===== config.mk =====
export PLATFORM = sky130hd
export DESIGN_NAME = nibble_serial_csel_adder
export DESIGN_NICKNAME = d
export VERILOG_FILES = /design/src/rtl/nibble_serial_csel_adder.sv
export SDC_FILE = /design/constraint.sdc
export NUM_CORES = 1
export LEC_CHECK = 0
export BUFFER_PORTS_ARGS = -buffer_cell sky130_fd_sc_hd__buf_2
export CAP_MARGIN = 10
export CORE_ASPECT_RATIO = 0.7
export CORE_UTILIZATION = 57
export DETAILED_ROUTE_END_ITERATION = 10
export MAX_ROUTING_LAYER = met4
export PLACE_DENSITY = 0.83
export SYNTH_ARGS = -nofsm -noshare
export SYNTH_HDL_FRONTEND = slang
export SYNTH_SLANG_ARGS = --single-unit

===== constraint.sdc =====
create_clock -name clk -period 4.3 [get_ports clk]
set_input_delay 0.86 -clock clk [delete_from_list [all_inputs] [get_ports clk]]
set_output_delay 0.86 -clock clk [all_outputs]
set_load 0.03 [all_outputs]

===== src/rtl/nibble_serial_csel_adder.sv =====
// -----------------------------------------------------------------------------
// nibble_serial_csel_adder
//   Multi-cycle wide unsigned adder built around a single 4-bit carry-select
//   slice. Operands are taken over a valid/ready handshake. The operands are
//   added one nibble per cycle, starting at nibble 0, with the carry kept in a
//   register between nibbles. The result is then offered over a valid/ready
//   handshake and held until the sink takes it.
//
// Ports
//   clk        rising-edge clock
//   rst        synchronous, active-high reset
//   in_valid   operand request valid
//   in_ready   block can accept operands (high only while idle)
//   a, b       WIDTH-bit operands, sampled on in_valid & in_ready
//   Cin        carry-in, sampled together with a/b
//   out_valid  Sum/Cout valid (high only while the result is held)
//   out_ready  sink accepts the result
//   Sum        registered result a+b+Cin, mod 2^WIDTH
//   Cout       carry out of bit WIDTH-1
//   ovf        (only with OVERFLOW_DETECT_EN) signed two's-complement overflow
//
// Build option
//   OVERFLOW_DETECT_EN : adds the registered `ovf` output.
// -----------------------------------------------------------------------------
module nibble_serial_csel_adder #(
  parameter int WIDTH = 16
) (
  input  logic             clk,
  input  logic             rst,
  input  logic             in_valid,
  output logic             in_ready,
  input  logic [WIDTH-1:0] a,
  input  logic [WIDTH-1:0] b,
  input  logic             Cin,
  output logic             out_valid,
  input  logic             out_ready,
  output logic [WIDTH-1:0] Sum,
  output logic             Cout
`ifdef OVERFLOW_DETECT_EN
  ,
  output logic             ovf
`endif
);

  localparam int NIB_CNT = WIDTH / 4;
  localparam int IDX_W   = (NIB_CNT > 1) ? $clog2(NIB_CNT) : 1;
  localparam logic [IDX_W-1:0] LAST_IDX = IDX_W'(NIB_CNT - 1);
  localparam logic [IDX_W-1:0] IDX_ONE  = IDX_W'(1);
  localparam logic [IDX_W-1:0] IDX_ZERO = IDX_W'(0);

  typedef enum logic [1:0] {
    ST_IDLE = 2'd0,
    ST_RUN  = 2'd1,
    ST_DONE = 2'd2
  } state_t;

  // One carry-select slice: both carry cases are formed up front and the
  // registered carry picks one. Result is {carry_out, sum[3:0]}.
  function automatic logic [4:0] csel_nibble(input logic [3:0] x,
                                             input logic [3:0] y,
                                             input logic       c);
    logic [4:0] s0;
    logic [4:0] s1;
    s0 = {1'b0, x} + {1'b0, y};
    s1 = s0 + 5'd1;
    if (c) begin
      return s1;
    end else begin
      return s0;
    end
  endfunction

  state_t             state_q, state_d;
  logic [IDX_W-1:0]   idx_q, idx_d;
  logic               carry_q, carry_d;
  logic [WIDTH-1:0]   a_q, a_d;
  logic [WIDTH-1:0]   b_q, b_d;
  logic [WIDTH-1:0]   sum_q, sum_d;
  logic               cout_q, cout_d;
  logic [4:0]         nib_res_s;
`ifdef OVERFLOW_DETECT_EN
  logic               ovf_q, ovf_d;
`endif

  // Next-state logic. The latched operands are shifted right one nibble per
  // RUN cycle so the slice always sees bits [3:0]; result nibbles enter Sum
  // at the top and reach their final position after NIB_CNT shifts.
  always_comb begin
    state_d   = state_q;
    idx_d     = idx_q;
    carry_d   = carry_q;
    a_d       = a_q;
    b_d       = b_q;
    sum_d     = sum_q;
    cout_d    = cout_q;
`ifdef OVERFLOW_DETECT_EN
    ovf_d     = ovf_q;
`endif
    nib_res_s = csel_nibble(a_q[3:0], b_q[3:0], carry_q);

    case (state_q)
      ST_IDLE: begin
        if (in_valid) begin
          a_d     = a;
          b_d     = b;
          carry_d = Cin;
          idx_d   = IDX_ZERO;
          sum_d   = {WIDTH{1'b0}};
          state_d = ST_RUN;
        end else begin
          state_d = ST_IDLE;
        end
      end
      ST_RUN: begin
        a_d     = {4'h0, a_q[WIDTH-1:4]};
        b_d     = {4'h0, b_q[WIDTH-1:4]};
        sum_d   = {nib_res_s[3:0], sum_q[WIDTH-1:4]};
        carry_d = nib_res_s[4];
        if (idx_q == LAST_IDX) begin
          idx_d   = IDX_ZERO;
          cout_d  = nib_res_s[4];
`ifdef OVERFLOW_DETECT_EN
          // Carry into the MSB is recovered from the MSB sum bit.
          ovf_d   = (a_q[3] ^ b_q[3] ^ nib_res_s[3]) ^ nib_res_s[4];
`endif
          state_d = ST_DONE;
        end else begin
          idx_d   = idx_q + IDX_ONE;
          state_d = ST_RUN;
        end
      end
      ST_DONE: begin
        if (out_ready) begin
          state_d = ST_IDLE;
        end else begin
          state_d = ST_DONE;
        end
      end
      default: begin
        state_d = ST_IDLE;
      end
    endcase
  end

  // State and datapath registers with synchronous reset.
  always_ff @(posedge clk) begin
    if (rst) begin
      state_q <= ST_IDLE;
      idx_q   <= IDX_ZERO;
      carry_q <= 1'b0;
      a_q     <= {WIDTH{1'b0}};
      b_q     <= {WIDTH{1'b0}};
      sum_q   <= {WIDTH{1'b0}};
      cout_q  <= 1'b0;
`ifdef OVERFLOW_DETECT_EN
      ovf_q   <= 1'b0;
`endif
    end else begin
      state_q <= state_d;
      idx_q   <= idx_d;
      carry_q <= carry_d;
      a_q     <= a_d;
      b_q     <= b_d;
      sum_q   <= sum_d;
      cout_q  <= cout_d;
`ifdef OVERFLOW_DETECT_EN
      ovf_q   <= ovf_d;
`endif
    end
  end

  assign in_ready  = (state_q == ST_IDLE);
  assign out_valid = (state_q == ST_DONE);
  assign Sum       = sum_q;
  assign Cout      = cout_q;
`ifdef OVERFLOW_DETECT_EN
  assign ovf       = ovf_q;
`endif

endmodule

; ---- After elaboration in Yosys (flattened, before gate mapping)
; Cells that the tools add are included.
[classes]
n_addsub = 3
eq_ne = 4
n_mux = 16
n_reduce_logical = 4
[ops]
columns = operator, count
row1 = one-hot mux 16 bit (2 select lines), 3
row2 = 2-to-1 mux 16 bit, 3
row3 = 2-to-1 mux 2 bit, 4
row4 = one-hot mux 2 bit (3 select lines), 1
row5 = adder 4 x 4 -> 5 bit, 1
row6 = "adder 5 x 1 -> 5 bit, second input constant", 1
row7 = 2-to-1 mux 5 bit, 1
row8 = "== test 2 bit, second input constant", 2
row9 = one-hot mux 2 bit (2 select lines), 1
row10 = AND reduction 2 bit, 2
row11 = "adder 2 x 1 -> 2 bit, second input constant", 1
row12 = "== test 2 x 1 -> 1 bit, second input constant", 1
row13 = zero test 2 bit, 1
row14 = 2-to-1 mux 1 bit, 2
row15 = "inequality test 2 bit, second input constant", 1
row16 = one-hot mux 1 bit (2 select lines), 1
row17 = nonzero test 2 bit, 1
[word_totals]
reg_bits = 54
in_bits = 37
out_inout_bits = 19
elab_cells = 34

; ---- Logic depth before layout (Yosys ltp)
[depth]
ltp_word = 4
depth_mapped = 9

; ---- Worst setup path after synthesis
; OpenSTA, ideal clock, no wires.
[synth_path]
path_type = reg2reg
startpoint = reg a_q[0]
endpoint = reg cout_q (netlist: Cout)
setup_time_ns = 0.132
arrival_time_ns = 2.006
setup_slack_ns = 2.162
path_stages_with_launch = 10
path_buffers = 0
path_cell_list = dfxtp_1 -> ha_1 -> inv_1 -> fa_1 -> inv_1 -> ha_1 -> nand2_1 -> a2111o_1 -> a221oi_2 -> a2111oi_2
[synth_between]
elab_chain_len = 3
[synth_lines]
columns = element, line_no
row1 = "start, declared", 76  ; logic [WIDTH-1:0] a_q, a_d;
row2 = "start signal, assigned", 151  ; a_q <= {WIDTH{1'b0}};
row3 = adder 4 x 4 -> 5 bit *, 64  ; s0 = {1'b0, x} + {1'b0, y};
row4 = adder 5 x 1 -> 5 bit, 65  ; s1 = s0 + 5'd1;
row5 = 2-to-1 mux 5 bit *, 66  ; if (c) begin
row6 = "end signal, assigned", 165  ; cout_q <= cout_d;
row7 = "end, declared", 79  ; logic cout_q, cout_d;
; Mark *: on every way between the ends. The rest lies on a longest branch, timed or not.
; A chain may end at the register's enable or synchronous reset.

; ---- Worst setup path in the final report
; Ends and elaborated chain as after synthesis.

==> results.toml <==
[status]
outcome = "finished clean"

[finish]
multi_input_logic_area_sq_um = 1210
insertedDiodeCount = 0
most-common-layout-cells = "sky130_fd_sc_hd__buf_2 (55), sky130_fd_sc_hd__dfxtp_1 (54), sky130_fd_sc_hd__nor2_1 (53), sky130_fd_sc_hd__nand2_1 (53), sky130_fd_sc_hd__a22oi_1 (25)"
fillerInstances = 332
finalNetCount = 372
drive_above_1_share_pct = 21.9
area_growth_syn_to_layout_pct = 14.6
final-seq-area_sq_um = 1080
mostFrequentLayoutCell = "sky130_fd_sc_hd__buf_2"

[critical_path]
worstPathCellList = "ha_1 > inv_1 > fa_1 > inv_1 > ha_1 > nand2_1 > a2111o_1 > a221oi_2 > a2111oi_2"
critical_path.startpoint_type = "flip-flop"
crit_required_ns = 4.46
cell_count_of_the_worst_reg_to_reg_path = 9
worst_setup_path_end_kind = "flip-flop"
cp_max_fo = 3
r2r_start = "a_q[0]"
crit_path_max_incr_delay_ns = 0.48
rrSetupSlack_ns = 1.95
critical_path_class = "reg -> reg"
timing.rr.end = "Cout"
timing.critical_path.arrival_ns = 2.51
cpMaxStageDelayCell = "sky130_fd_sc_hd__fa_1"

[timing]
layout_worst_path_cycle_share_pct = 54.7
final-hold-violation-count = 0
setup_total_negative_slack_ns = 0
finClkSkew_ns = 0.00543
max_freq_mhz = 425
timing.final.crit_period_ns = 2.35
finalSetupViolCount = 0
timing.final.ws_setup_ns = 1.95
unrepaired_setup_endpoints_after_global_routing = "no"
tightest_slew_ns = 0.956
slew_violations = 0
timing.max_slew.rel_slack_pct = 36.3

[die]
initial_utilization_pct = 60.6
placeableCoreArea_sq_um = 3970
num_rows = 19
fp.dieW_um = 79.7
floorplan.die.height_um = 56.4
die_area_sq_um = 4490
ios = 56

[yosys]
syn-mean-instance-area_sq_um = 8.38
synthDominantCellAreaShare_pct = 44.9
number_of_flip_flops_and_latches_in_the_synthesized_netlist = 54
post_synth_inst_count = 287
yosysWarnings = 0
synth_sequential_area_ratio_pct = 44.9
syn-cell-area_sq_um = 2410
synthesis.nets = 331
synth_largest_area_cell = "sky130_fd_sc_hd__dfxtp_1"
biggest_area_contributors_in_the_synthesized_netlist = "sky130_fd_sc_hd__dfxtp_1 (45%), sky130_fd_sc_hd__a311oi_1 (8.7%), sky130_fd_sc_hd__nor2_1 (8.4%)"
yosys.cell_types.count = 37

[pwr]
power.leakage_nw = 1.17
worst_case_vdd_ir_drop_uv = 217
power_per_cell_area_nw_per_um2 = 362

[hold_path]
hold-path-cell-count = 2
hold_path_startpoint = "b_q[6]"
worst_hold_path.endpoint = "b_q[2]"
hp-class = "reg -> reg"

[clocking]
cts.sink_count = 54
post_cts.repair.setup_buffers = 0
cts_repair_resize_count = 0
clock_insertion_delay_worst_skew_ns = 0.31
cts_hold_repair.buffers = 0
clockRootBuffer = "sky130_fd_sc_hd__clkbuf_8"
cts_buffers = 5
cts_max_level = 2
clk_pin_slew_ns = 0.10
clockBufferDepth = 2
tritoncts = "yes"

[route]
met2WireLength_um = 2310
viasPerCell = 5.72
drt_pass1_iterations = 5
total_via_count_after_detailed_routing = 2178
wire_per_inst_um = 14.0
detail_route.wirelength_um = 5350
drt_iter0_markers = 167
dr.max_layer_used = "met4"
route.layer.met1.wl_um = 2630
met3WireLength_um = 318
drc = 0
drtAntennaViolNets = 0

[grt]
grt_first_pass_wirelength_um = 8910
maximum_number_of_pins_on_one_net_before_global_route_repair = 56
grt_use_total_pct = 26.5
globalRoute.totalOverflow = 0
first_global_vias = 1951
antenna_violations_before_repair = 0

[placement]
place.detailed.hpwl_um = 3720
preCtsSetupSlack_ns = 1.95
gpl.final_weighted_congestion = 0.898
port_buffers = 55

[job]
max-cap-violations = 0
logic make-up (layout without fill, tap and decap cells):
family | Yosys count | count (layout) | synth area share (%)
AND/OR/NAND/NOR | 126 | 126 | 21.8
multiplexers | 1 | 1 | 0.416
flip-flops | 54 | 54 | 44.9
adder cells (fa/ha/maj) | 7 | 7 | 3.95
AO/OA/AOI/OAI | 66 | 66 | 22.5
buffers and inverters | 29 | 71 | 4.94
XOR/XNOR | 4 | 4 | 1.46
routing by layer:
metal,track usage [%],vias up
met3,5.85,14
met4,9.87,0
li1,-,1094
met5,-,-
met2,37.4,76
met1,36.9,994
metrics by stage:
step | hold WS, ns | util [%] | instances | area (sq um) | power [mW]
CTS | 0.482 | 69.5 | 381 | 2760 | 0.998
global placement | 0.462 | 67.3 | 373 | 2670 | 0.717
finish | 0.480 | 69.5 | 381 | 2760 | 0.997
floorplan | 0.455 | - | 287 | 2410 | 0.677
global route | 0.514 | 69.5 | 381 | 2760 | 1.04
detailed placement | 0.470 | 67.3 | 373 | 2670 | 0.721
final cells by class:
cell class                 instances  share of cell area [%]
inverter                           6                   0.817
tap                               52                    2.36
clock inverter                     3                   0.681
timing repair buffer              57                    10.5
sequential                        54                    39.2
clock buffer                       5                    2.50
multi-input combinational        204                    43.9
worst max-delay path, delay by kind of cell (launching register included):
kind,cells,cell delay [ns]
adder cells (fa/ha/maj),3,0.81
AO/OA/AOI/OAI,3,0.80
flip-flops,1,0.35
buffers and inverters,2,0.14
AND/OR/NAND/NOR,1,0.12
registers in the layout (all words and copies together), names as in the netlist:
signal and flops:
b_q 16, Sum 16, carry_q 1, idx_q 2, state_q 2, a_q 16, Cout 1
cells in the mapped netlist:
library cell / number
sky130_fd_sc_hd__dfxtp_1: 54
sky130_fd_sc_hd__nor2_1: 54
sky130_fd_sc_hd__nand2_1: 53
sky130_fd_sc_hd__a22oi_1: 25
sky130_fd_sc_hd__a311oi_1: 24
sky130_fd_sc_hd__clkbuf_1: 14
sky130_fd_sc_hd__buf_2: 8
sky130_fd_sc_hd__ha_1: 6
sky130_fd_sc_hd__inv_1: 6
sky130_fd_sc_hd__nor3_1: 4
sky130_fd_sc_hd__a21oi_1: 3
sky130_fd_sc_hd__nand2b_1: 3
sky130_fd_sc_hd__nor2b_1: 3
sky130_fd_sc_hd__o21ai_0: 3
sky130_fd_sc_hd__a2111oi_2: 2
sky130_fd_sc_hd__o211ai_1: 2
sky130_fd_sc_hd__xnor2_1: 2
sky130_fd_sc_hd__xor2_1: 2
sky130_fd_sc_hd__a2111o_1: 1
sky130_fd_sc_hd__a21boi_0: 1
sky130_fd_sc_hd__a21oi_2: 1
sky130_fd_sc_hd__a221oi_2: 1
sky130_fd_sc_hd__and2_1: 1
sky130_fd_sc_hd__and3_1: 1
sky130_fd_sc_hd__and3b_1: 1
sky130_fd_sc_hd__and4_1: 1
sky130_fd_sc_hd__buf_1: 1
sky130_fd_sc_hd__fa_1: 1
sky130_fd_sc_hd__mux2i_1: 1
sky130_fd_sc_hd__nand3_2: 1
sky130_fd_sc_hd__nand3b_1: 1
sky130_fd_sc_hd__nand4_1: 1
sky130_fd_sc_hd__o2111ai_1: 1
sky130_fd_sc_hd__o21a_1: 1
sky130_fd_sc_hd__o221ai_1: 1
sky130_fd_sc_hd__or2_0: 1
sky130_fd_sc_hd__or2_1: 1
power breakdown:
part	switching (mW)	leakage, nW	internal (mW)
clock	0.170	0.0483	0.115
combinational	0.101	0.679	0.0620
sequential	0.0199	0.443	0.530
worst max path at each step:
stage	start	end	depth (start not counted)
floorplan	a_q[0]	Cout	9
detailed placement	in_valid	carry_q	5
global route	a_q[0]	Cout	9
finish	a_q[0]	Cout	9
CTS	a_q[0]	Cout	9
global placement	in_valid	carry_q	5
Power figures use the tool's default switching activity.
